==> config.mk <==
export PLATFORM = sky130hd
export DESIGN_NAME = mem_port_arbiter
export DESIGN_NICKNAME = d
export VERILOG_FILES = /design/src/rtl/mem_port_arbiter.sv
export SDC_FILE = /design/constraint.sdc
export NUM_CORES = 1
export LEC_CHECK = 0
export ABC_AREA = 0
export CAP_MARGIN = 5
export CORE_MARGIN = 10
export CORE_UTILIZATION = 44
export DETAILED_ROUTE_END_ITERATION = 10
export PLACE_DENSITY = 0.87
export SYNTH_ARGS = -nofsm -noshare
export SYNTH_HDL_FRONTEND = slang
export SYNTH_SLANG_ARGS = --single-unit
==> constraint.sdc <==
create_clock -name clk -period 2.6 [get_ports clk]
set_input_delay 0.39 -clock clk [delete_from_list [all_inputs] [get_ports clk]]
set_output_delay 0.39 -clock clk [all_outputs]
set_load 0.005 [all_outputs]
==> src/rtl/mem_port_arbiter.sv <==
// mem_port_arbiter
//
// Shares the core's single memory port between instruction fetch and the
// load/store unit. Requests are sampled only in IDLE. A tie goes to the
// requester that was not granted last time. Load data is extracted and
// extended from the returned word. Store data is replicated across byte
// lanes and given matching byte enables. A wait counter aborts accesses
// that are never acknowledged.
//
// Ports
//   clk, rst_n                  clock, asynchronous active-low reset
//   if_req/if_addr              fetch request (held until if_valid)
//   if_valid/if_instr/if_err    fetch completion pulse, word, timeout flag
//   lsu_req/we/funct3/addr/wdata
//                               load/store request (held until completion)
//   mem_read_data_valid         load completion pulse
//   mem_write_ready             store completion pulse
//   lsu_rdata/lsu_err           formatted load data, error flag
//   mem_req/we/addr/wdata/wstrb memory request (held until mem_ack)
//   mem_rdata/mem_ack           memory read word, one-cycle completion
module mem_port_arbiter #(
  parameter int TIMEOUT = 255
) (
  input  logic        clk,
  input  logic        rst_n,
  input  logic        if_req,
  input  logic [31:0] if_addr,
  output logic        if_valid,
  output logic [31:0] if_instr,
  output logic        if_err,
  input  logic        lsu_req,
  input  logic        lsu_we,
  input  logic [2:0]  lsu_funct3,
  input  logic [31:0] lsu_addr,
  input  logic [31:0] lsu_wdata,
  output logic        mem_read_data_valid,
  output logic        mem_write_ready,
  output logic [31:0] lsu_rdata,
  output logic        lsu_err,
  output logic        mem_req,
  output logic        mem_we,
  output logic [31:0] mem_addr,
  output logic [31:0] mem_wdata,
  output logic [3:0]  mem_wstrb,
  input  logic [31:0] mem_rdata,
  input  logic        mem_ack
);

  localparam int CW = (TIMEOUT > 1) ? $clog2(TIMEOUT + 1) : 1;

  typedef enum logic [1:0] {IDLE, FETCH, DATA, DONE} state_t;

  state_t        state, state_next;
  logic          last_data;   // 1 = data path was granted most recently
  logic [CW-1:0] wait_cnt;
  logic          we_q;
  logic [2:0]    funct3_q;
  logic [1:0]    off_q;

  logic grant_fetch, grant_data, ack_done, expire, lsu_bad;

  // Misaligned halfword/word, undefined funct3, or an unsigned store.
  function automatic logic access_bad(input logic we, input logic [2:0] f3,
                                      input logic [1:0] off);
    logic bad;
    bad = 1'b0;
    case (f3)
      3'b000, 3'b100: bad = we & f3[2];
      3'b001, 3'b101: bad = off[0] | (we & f3[2]);
      3'b010:         bad = (off != 2'b00);
      default:        bad = 1'b1;
    endcase
    return bad;
  endfunction

  function automatic logic [31:0] store_lanes(input logic [2:0] f3,
                                              input logic [31:0] wdata);
    logic [31:0] lanes;
    case (f3[1:0])
      2'b00:   lanes = {4{wdata[7:0]}};
      2'b01:   lanes = {2{wdata[15:0]}};
      default: lanes = wdata;
    endcase
    return lanes;
  endfunction

  function automatic logic [3:0] store_strb(input logic [2:0] f3,
                                            input logic [1:0] off);
    logic [3:0] strb;
    case (f3[1:0])
      2'b00:   strb = 4'b0001 << off;
      2'b01:   strb = 4'b0011 << off;
      default: strb = 4'b1111;
    endcase
    return strb;
  endfunction

  // Shift the addressed byte/half down to bit 0, then extend it. A legal LW
  // always has off = 0, so the shifted word is the word itself.
  function automatic logic [31:0] load_format(input logic [2:0] f3,
                                              input logic [1:0] off,
                                              input logic [31:0] word);
    logic [31:0] sh;
    logic [31:0] res;
    sh = word >> {off, 3'b000};
    case (f3)
      3'b000:  res = {{24{sh[7]}}, sh[7:0]};
      3'b100:  res = {24'h0, sh[7:0]};
      3'b001:  res = {{16{sh[15]}}, sh[15:0]};
      3'b101:  res = {16'h0, sh[15:0]};
      default: res = sh;
    endcase
    return res;
  endfunction

  assign lsu_bad = access_bad(lsu_we, lsu_funct3, lsu_addr[1:0]);

  // NOTE: every signal written here gets a default first, so no path leaves
  // one unassigned and no latch is inferred.
  always_comb begin
    state_next  = state;
    grant_fetch = 1'b0;
    grant_data  = 1'b0;
    ack_done    = 1'b0;
    expire      = 1'b0;
    case (state)
      IDLE: begin
        if (lsu_req && (!if_req || !last_data)) begin
          grant_data = 1'b1;
          state_next = lsu_bad ? DONE : DATA;
        end else if (if_req) begin
          grant_fetch = 1'b1;
          state_next  = FETCH;
        end
      end
      FETCH, DATA: begin
        // An ack in the expiry cycle still completes the access normally.
        if (mem_ack) begin
          ack_done   = 1'b1;
          state_next = DONE;
        end else if (TIMEOUT != 0 && wait_cnt == CW'(TIMEOUT - 1)) begin
          expire     = 1'b1;
          state_next = DONE;
        end
      end
      DONE:    state_next = IDLE;
      default: state_next = IDLE;
    endcase
  end

  // NOTE: sequential state uses non-blocking assignments only, so every
  // flop samples the pre-edge values regardless of statement order.
  always_ff @(posedge clk or negedge rst_n) begin
    if (!rst_n) state <= IDLE;
    else        state <= state_next;
  end

  // NOTE: every register, data registers included, has an async reset so
  // the port and pulses drop at once on rst_n and restart from known values.
  always_ff @(posedge clk or negedge rst_n) begin
    if (!rst_n) begin
      last_data           <= 1'b0;
      wait_cnt            <= '0;
      we_q                <= 1'b0;
      funct3_q            <= 3'b000;
      off_q               <= 2'b00;
      if_valid            <= 1'b0;
      if_instr            <= '0;
      if_err              <= 1'b0;
      mem_read_data_valid <= 1'b0;
      mem_write_ready     <= 1'b0;
      lsu_rdata           <= '0;
      lsu_err             <= 1'b0;
      mem_req             <= 1'b0;
      mem_we              <= 1'b0;
      mem_addr            <= '0;
      mem_wdata           <= '0;
      mem_wstrb           <= 4'b0000;
    end else begin
      // Completion pulses last one cycle unless set again below.
      if_valid            <= 1'b0;
      mem_read_data_valid <= 1'b0;
      mem_write_ready     <= 1'b0;

      if (grant_fetch) begin
        last_data <= 1'b0;
        wait_cnt  <= '0;
        mem_req   <= 1'b1;
        mem_we    <= 1'b0;
        mem_wstrb <= 4'b0000;
        mem_addr  <= if_addr & ~32'h3;
      end

      if (grant_data) begin
        last_data <= 1'b1;
        we_q      <= lsu_we;
        funct3_q  <= lsu_funct3;
        off_q     <= lsu_addr[1:0];
        if (lsu_bad) begin
          // Rejected without touching memory; DONE follows immediately.
          lsu_err             <= 1'b1;
          lsu_rdata           <= '0;
          mem_read_data_valid <= ~lsu_we;
          mem_write_ready     <= lsu_we;
        end else begin
          wait_cnt  <= '0;
          mem_req   <= 1'b1;
          mem_we    <= lsu_we;
          mem_addr  <= lsu_addr & ~32'h3;
          mem_wdata <= lsu_we ? store_lanes(lsu_funct3, lsu_wdata) : '0;
          mem_wstrb <= lsu_we ? store_strb(lsu_funct3, lsu_addr[1:0]) : 4'b0000;
        end
      end

      if (ack_done || expire) begin
        mem_req   <= 1'b0;
        mem_we    <= 1'b0;
        mem_wstrb <= 4'b0000;
        if (state == FETCH) begin
          if_valid <= 1'b1;
          if_err   <= expire;
          if_instr <= expire ? '0 : mem_rdata;
        end else begin
          mem_read_data_valid <= ~we_q;
          mem_write_ready     <= we_q;
          lsu_err             <= expire;
          lsu_rdata           <= (expire || we_q) ? '0
                                 : load_format(funct3_q, off_q, mem_rdata);
        end
      end else if (state == FETCH || state == DATA) begin
        wait_cnt <= wait_cnt + CW'(1);
      end
    end
  end

endmodule

Word-level counts from Yosys, hierarchy flattened
Index checks and enable logic that the tools add are counted.
Storage, ports and cells
  register bits: 156
  latch bits: 0
  RAM bits: 0
  bits in read-only memories: 0
  input bits: 137
  output and inout bits: 139
  word-level logic and storage cells: 124
  memories kept: 0
Cells by class
  add/subtract/negate cells: 1
  multipliers: 0
  div/mod/pow operators: 0
  $lt $le $gt $ge: 0
  equal/unequal tests: 14
  shift operators: 3
  muxes and demuxes: 64
  bitwise logic cells: 5
  reductions and logical operators: 19
Operators with widths (count)
  32-bit two-way mux: 10
  32-bit case mux with 4 select lines: 1
  32-bit case mux with 2 select lines: 1
  8-bit two-way mux: 5
  1-bit two-way mux: 35
  32-bit by 5-bit right shift with 32-bit output: 1
  4-bit two-way mux: 5
  3-bit == test, second input constant: 4
  8-bit by 1-bit adder with 8-bit output, second input constant: 1
  8-bit == test, second input constant: 1
  2-bit two-way mux: 4
  4-bit case mux with 2 select lines: 1
  3-bit by 1-bit == test with 1-bit output, second input constant: 2
  3-bit logical NOT: 2
  3-bit != test, second input constant: 2
  2-bit case mux with 3 select lines: 1
  2-bit AND reduction: 3
  2-bit OR reduction: 3
  2-bit by 1-bit == test with 1-bit output, second input constant: 2
  2-bit == test, second input constant: 2
  2-bit logical NOT: 2
  1-bit logical OR: 4
  2-bit nonzero test: 2
  1-bit by 2-bit left shift with 4-bit output, first input constant: 1
  other kinds (8): 11

Depth between registers and ports, before layout
  word-level depth: 10
  gate-level depth with buffers: 9

Worst setup path before layout
Ideal clock, no wire load.
  path type: reg-to-reg
  start: register state[0]
  end: register lsu_rdata[24]
  setup time: 67 ps
  arrival: 1964 ps
  slack: 569 ps
  cell stages (with the launch flop): 10
  clock period less this slack: 2031 ps
  path through: dfrtp_1 inv_1 ha_1 clkbuf_2 nand4bb_1 buf_2 or3b_1 buf_2 nor2_2 a221o_1
Between the ends
  longest elaborated chain between the ends: 7
Ends and longest elaborated chain
  start, declared: RTL line 53  | state_t state, state_next;
  start signal, assigned: RTL line 155  | else state <= state_next;
  2-bit by 1-bit == test with 1-bit output / 2-bit == test (equally long branches): RTL line 126, 219
  2-bit OR reduction: RTL line 126  | case (state)
  1-bit two-way mux: RTL line 126
  1-bit logical OR: RTL line 227  | lsu_rdata <= (expire || we_q) ? '0
  32-bit two-way mux: RTL line 227
  32-bit two-way mux: RTL line 219  | if (state == FETCH) begin
  32-bit two-way mux (*): RTL line 215  | if (ack_done || expire) begin
  end signal, assigned: RTL line 227
  end, declared: RTL line 38  | output logic [31:0] lsu_rdata,
Mark *: on every way between the ends. The rest lies on a longest branch, timed or not.
A chain may end at the register's enable or synchronous reset.

Worst setup path in the final report
  start: input port lsu_funct3[0]
  end: register mem_wdata[6]
Between the ends
  longest elaborated chain between the ends: 5
Ends and longest elaborated chain
  start, declared: RTL line 33  | input logic [2:0] lsu_funct3,
  3-bit by 1-bit == test with 1-bit output, or another cell as far along: RTL line 67  | case (f3)
  2-bit OR reduction: RTL line 67
  1-bit case mux with 3 select lines (*): RTL line 67
  1-bit NOT (no source line) (*)
  2-bit AND reduction (no source line) (*)
  end signal, assigned: RTL line 210  | mem_wdata <= lsu_we ? store_lanes(lsu_funct3, lsu_wdata) : '0;
  end, declared: RTL line 43  | output logic [31:0] mem_wdata,
Marks and branches as above.

==> results.sh <==
export IMPL_setup_viol=0
export IMPL_die_height_um=147
export IMPL_cp_max_fo=8
export IMPL_hp_class="in2async"
export IMPL_ys_ff_latch=156
export IMPL_r2r_start="state[0]"
export IMPL_setup_worst_path_start="lsu_funct3[0]"
export IMPL_hold_viol_final=0
export IMPL_async_flop_share=1.00
export IMPL_fin_crit_ns=2.22
export IMPL_portBuffers=273
export IMPL_wl_per_cell_um=21.5
export IMPL_synth_area_um2=7140
export IMPL_ir_worst_vdd_mv=0.600
export IMPL_dp_cells=1144
export IMPL_drt_pass1_iter_count=5
export IMPL_path_clk_slew_ns=0.07
export IMPL_dpl_hpwl_um=19200
export IMPL_synth_area_per_cell_um2=10.5
export IMPL_max_freq_mhz=450
export IMPL_syn_num_nets=821
export IMPL_ys_seq_area_frac=0.546
export IMPL_htreeDepth=4
export IMPL_cts_resized=0
export IMPL_cts_buffer_depth=2
export IMPL_drive_gt1_frac=0.0853
export IMPL_post_route_period_util=0.855
export IMPL_synth_edf_count=0
export IMPL_place_congestion=0.884
export IMPL_rows=46
export IMPL_ctsHoldBuffers=1
export IMPL_clk_latency_ns=0.42
export IMPL_final_util=0.681
export IMPL_skew_ns=0.00868
export IMPL_rsz0062_at_grt="no"
export IMPL_worstPathArrival_ns=2.58
export IMPL_netlist_instances=679
export IMPL_grt_pass1_vias=6895
export IMPL_crit_type="in2reg"
export IMPL_drtIter0Drc=479
export IMPL_post_cts_buffers=0
export IMPL_layout_commonest_cell="clkdlybuf4s50_1"
export IMPL_cap_violations=0
export IMPL_drt_vias_per_instance=5.54
export IMPL_p_leak_nw=4.74
export IMPL_p_per_area_nw_per_um2=1080
export IMPL_drv_slew=0
export IMPL_die_area_um2=21700
export IMPL_tns_ns=0
export IMPL_route_vias_total=6532
export IMPL_wl_um=25400
export IMPL_crit_path_end_kind="flop"
export IMPL_cp_required_ns=2.96
export IMPL_grt_usage=0.230
export IMPL_tightest_slew_ns=0.904
export IMPL_status="completed"
export IMPL_worstSetupStartpointType="input port"
export IMPL_stdcell_count=1178
export IMPL_initial_core_util=0.450
export IMPL_synth_ff_type="dfrtp_1"
export IMPL_drcViolationCount=0
export IMPL_cts_tree="done"
export IMPL_io_pins=276
export IMPL_die_x_um=147
export IMPL_reg2regPathDepth=6
export IMPL_grt_pass1_wl_um=39500
export IMPL_r2r_end="lsu_rdata[29]"
export IMPL_yosys_warnings=0
export IMPL_gr_total_overflow=0
export IMPL_clock_tree_root_cell="clkbuf_16"
export IMPL_ant_nets=0
export IMPL_area_growth_pct=51.4
export IMPL_ys_types=50
export IMPL_reg2reg_slack_ns=0.40
export IMPL_cts_buffers=17
export IMPL_relSlewSlack=0.395
export IMPL_grt_max_degree=55
export IMPL_cts_sinks=156
export IMPL_antenna_found_initial=1
export IMPL_mostFrequentLayoutCells="clkdlybuf4s50_1, dfrtp_1, nand2_1, nor2_1, mux2i_1"
export IMPL_coreArea_um2=15900
export IMPL_total_power_w=0.0117
export IMPL_nets=1090
## cells by family after synthesis
family                   after synthesis  synth area share
multiplexers                          57            0.0856
AO/OA/AOI/OAI                        202             0.202
AND/OR/NAND/NOR                      200             0.121
adder cells (fa/ha/maj)                5           0.00876
buffers and inverters                 58            0.0348
flip-flops                           156             0.546
XOR/XNOR                               1           0.00123
## worst max-delay path by stage
| stage | to | cells past startpoint |
|---|---|---|
| 4_1_cts | lsu_rdata[29] | 6 |
| 6_report | mem_wdata[6] | 5 |
| 5_1_grt | lsu_rdata[31] | 6 |
| 2_1_floorplan | lsu_rdata[24] | 9 |
| 3_5_place_dp | mem_wdata[4] | 5 |
| 3_3_place_gp | mem_wdata[5] | 5 |
## registers in the layout, indices dropped and copies added (netlist names), 3 cells and up
name and flops:
if_instr 32, lsu_rdata 32, mem_addr 32, mem_wdata 32
wait_cnt 8, mem_wstrb 4, funct3_q 3
## final cells by class
type	count	area [µm²]
Tap cell	216	270
Clock inverter	14	185
Timing Repair Buffer	299	2990
Multi-Input combinational cell	465	3000
Fill cell	1179	5070
Clock buffer	18	429
Sequential cell	156	3900
Antenna cell	1	2.50
Inverter	9	33.8
## cells in the mapped netlist, types with 5 or more instances
cell type  instances  area (µm²)
o21ai_0           41         205
mux2i_1           42         420
a21oi_1           26         130
nand3_1            6        30.0
and3_1             6        37.5
a31oi_1           31         194
nand2_1          107         402
o2bb2ai_1         22         193
clkbuf_1          30         113
mux2_2            13         146
inv_1              9        33.8
ha_1               5        62.6
nor2_1            54         203
buf_2             12        60.1
a22o_1            41         359
nand2b_1           6        37.5
a211o_1            8        70.1
a221o_1            8        80.1
dfrtp_1          156        3900
## report_power, final
| group | internal, W | switching (W) | total, W |
|---|---|---|---|
| Clock | 0.00153 | 0.00107 | 0.00261 |
| Sequential | 0.00340 | 0.000644 | 0.00405 |
| Combinational | 0.00284 | 0.00216 | 0.00500 |
## through the flow
step | setup WS, ns | cell area [µm²] | hold slack (ns)
floorplan | 0.569 | 7140 | 0.0944
global placement | 0.107 | 10200 | 0.371
detailed placement | 0.0199 | 10200 | 0.379
CTS | 0.392 | 10800 | 0.483
global route | 0.199 | 10800 | 0.511
finish | 0.378 | 10800 | 0.480
## routing by layer
| layer | vias up | part of all wire | GRT usage |
|---|---|---|---|
| met4 | 0 | 0.026 | 0.0867 |
| met2 | 323 | 0.48 | 0.376 |
| met1 | 3167 | 0.39 | 0.270 |
| li1 | 3008 | - | - |
| met3 | 34 | 0.10 | 0.0873 |
| met5 | - | 0 | 0 |
## critical path: stages
cell             delay (ns)
clkdlybuf4s50_1        0.47
a221oi_1               0.57
nor2_1                 0.22
nor2_1                 0.68
a22o_1                 0.24
No activity file was read; power rests on OpenSTA's default activity.
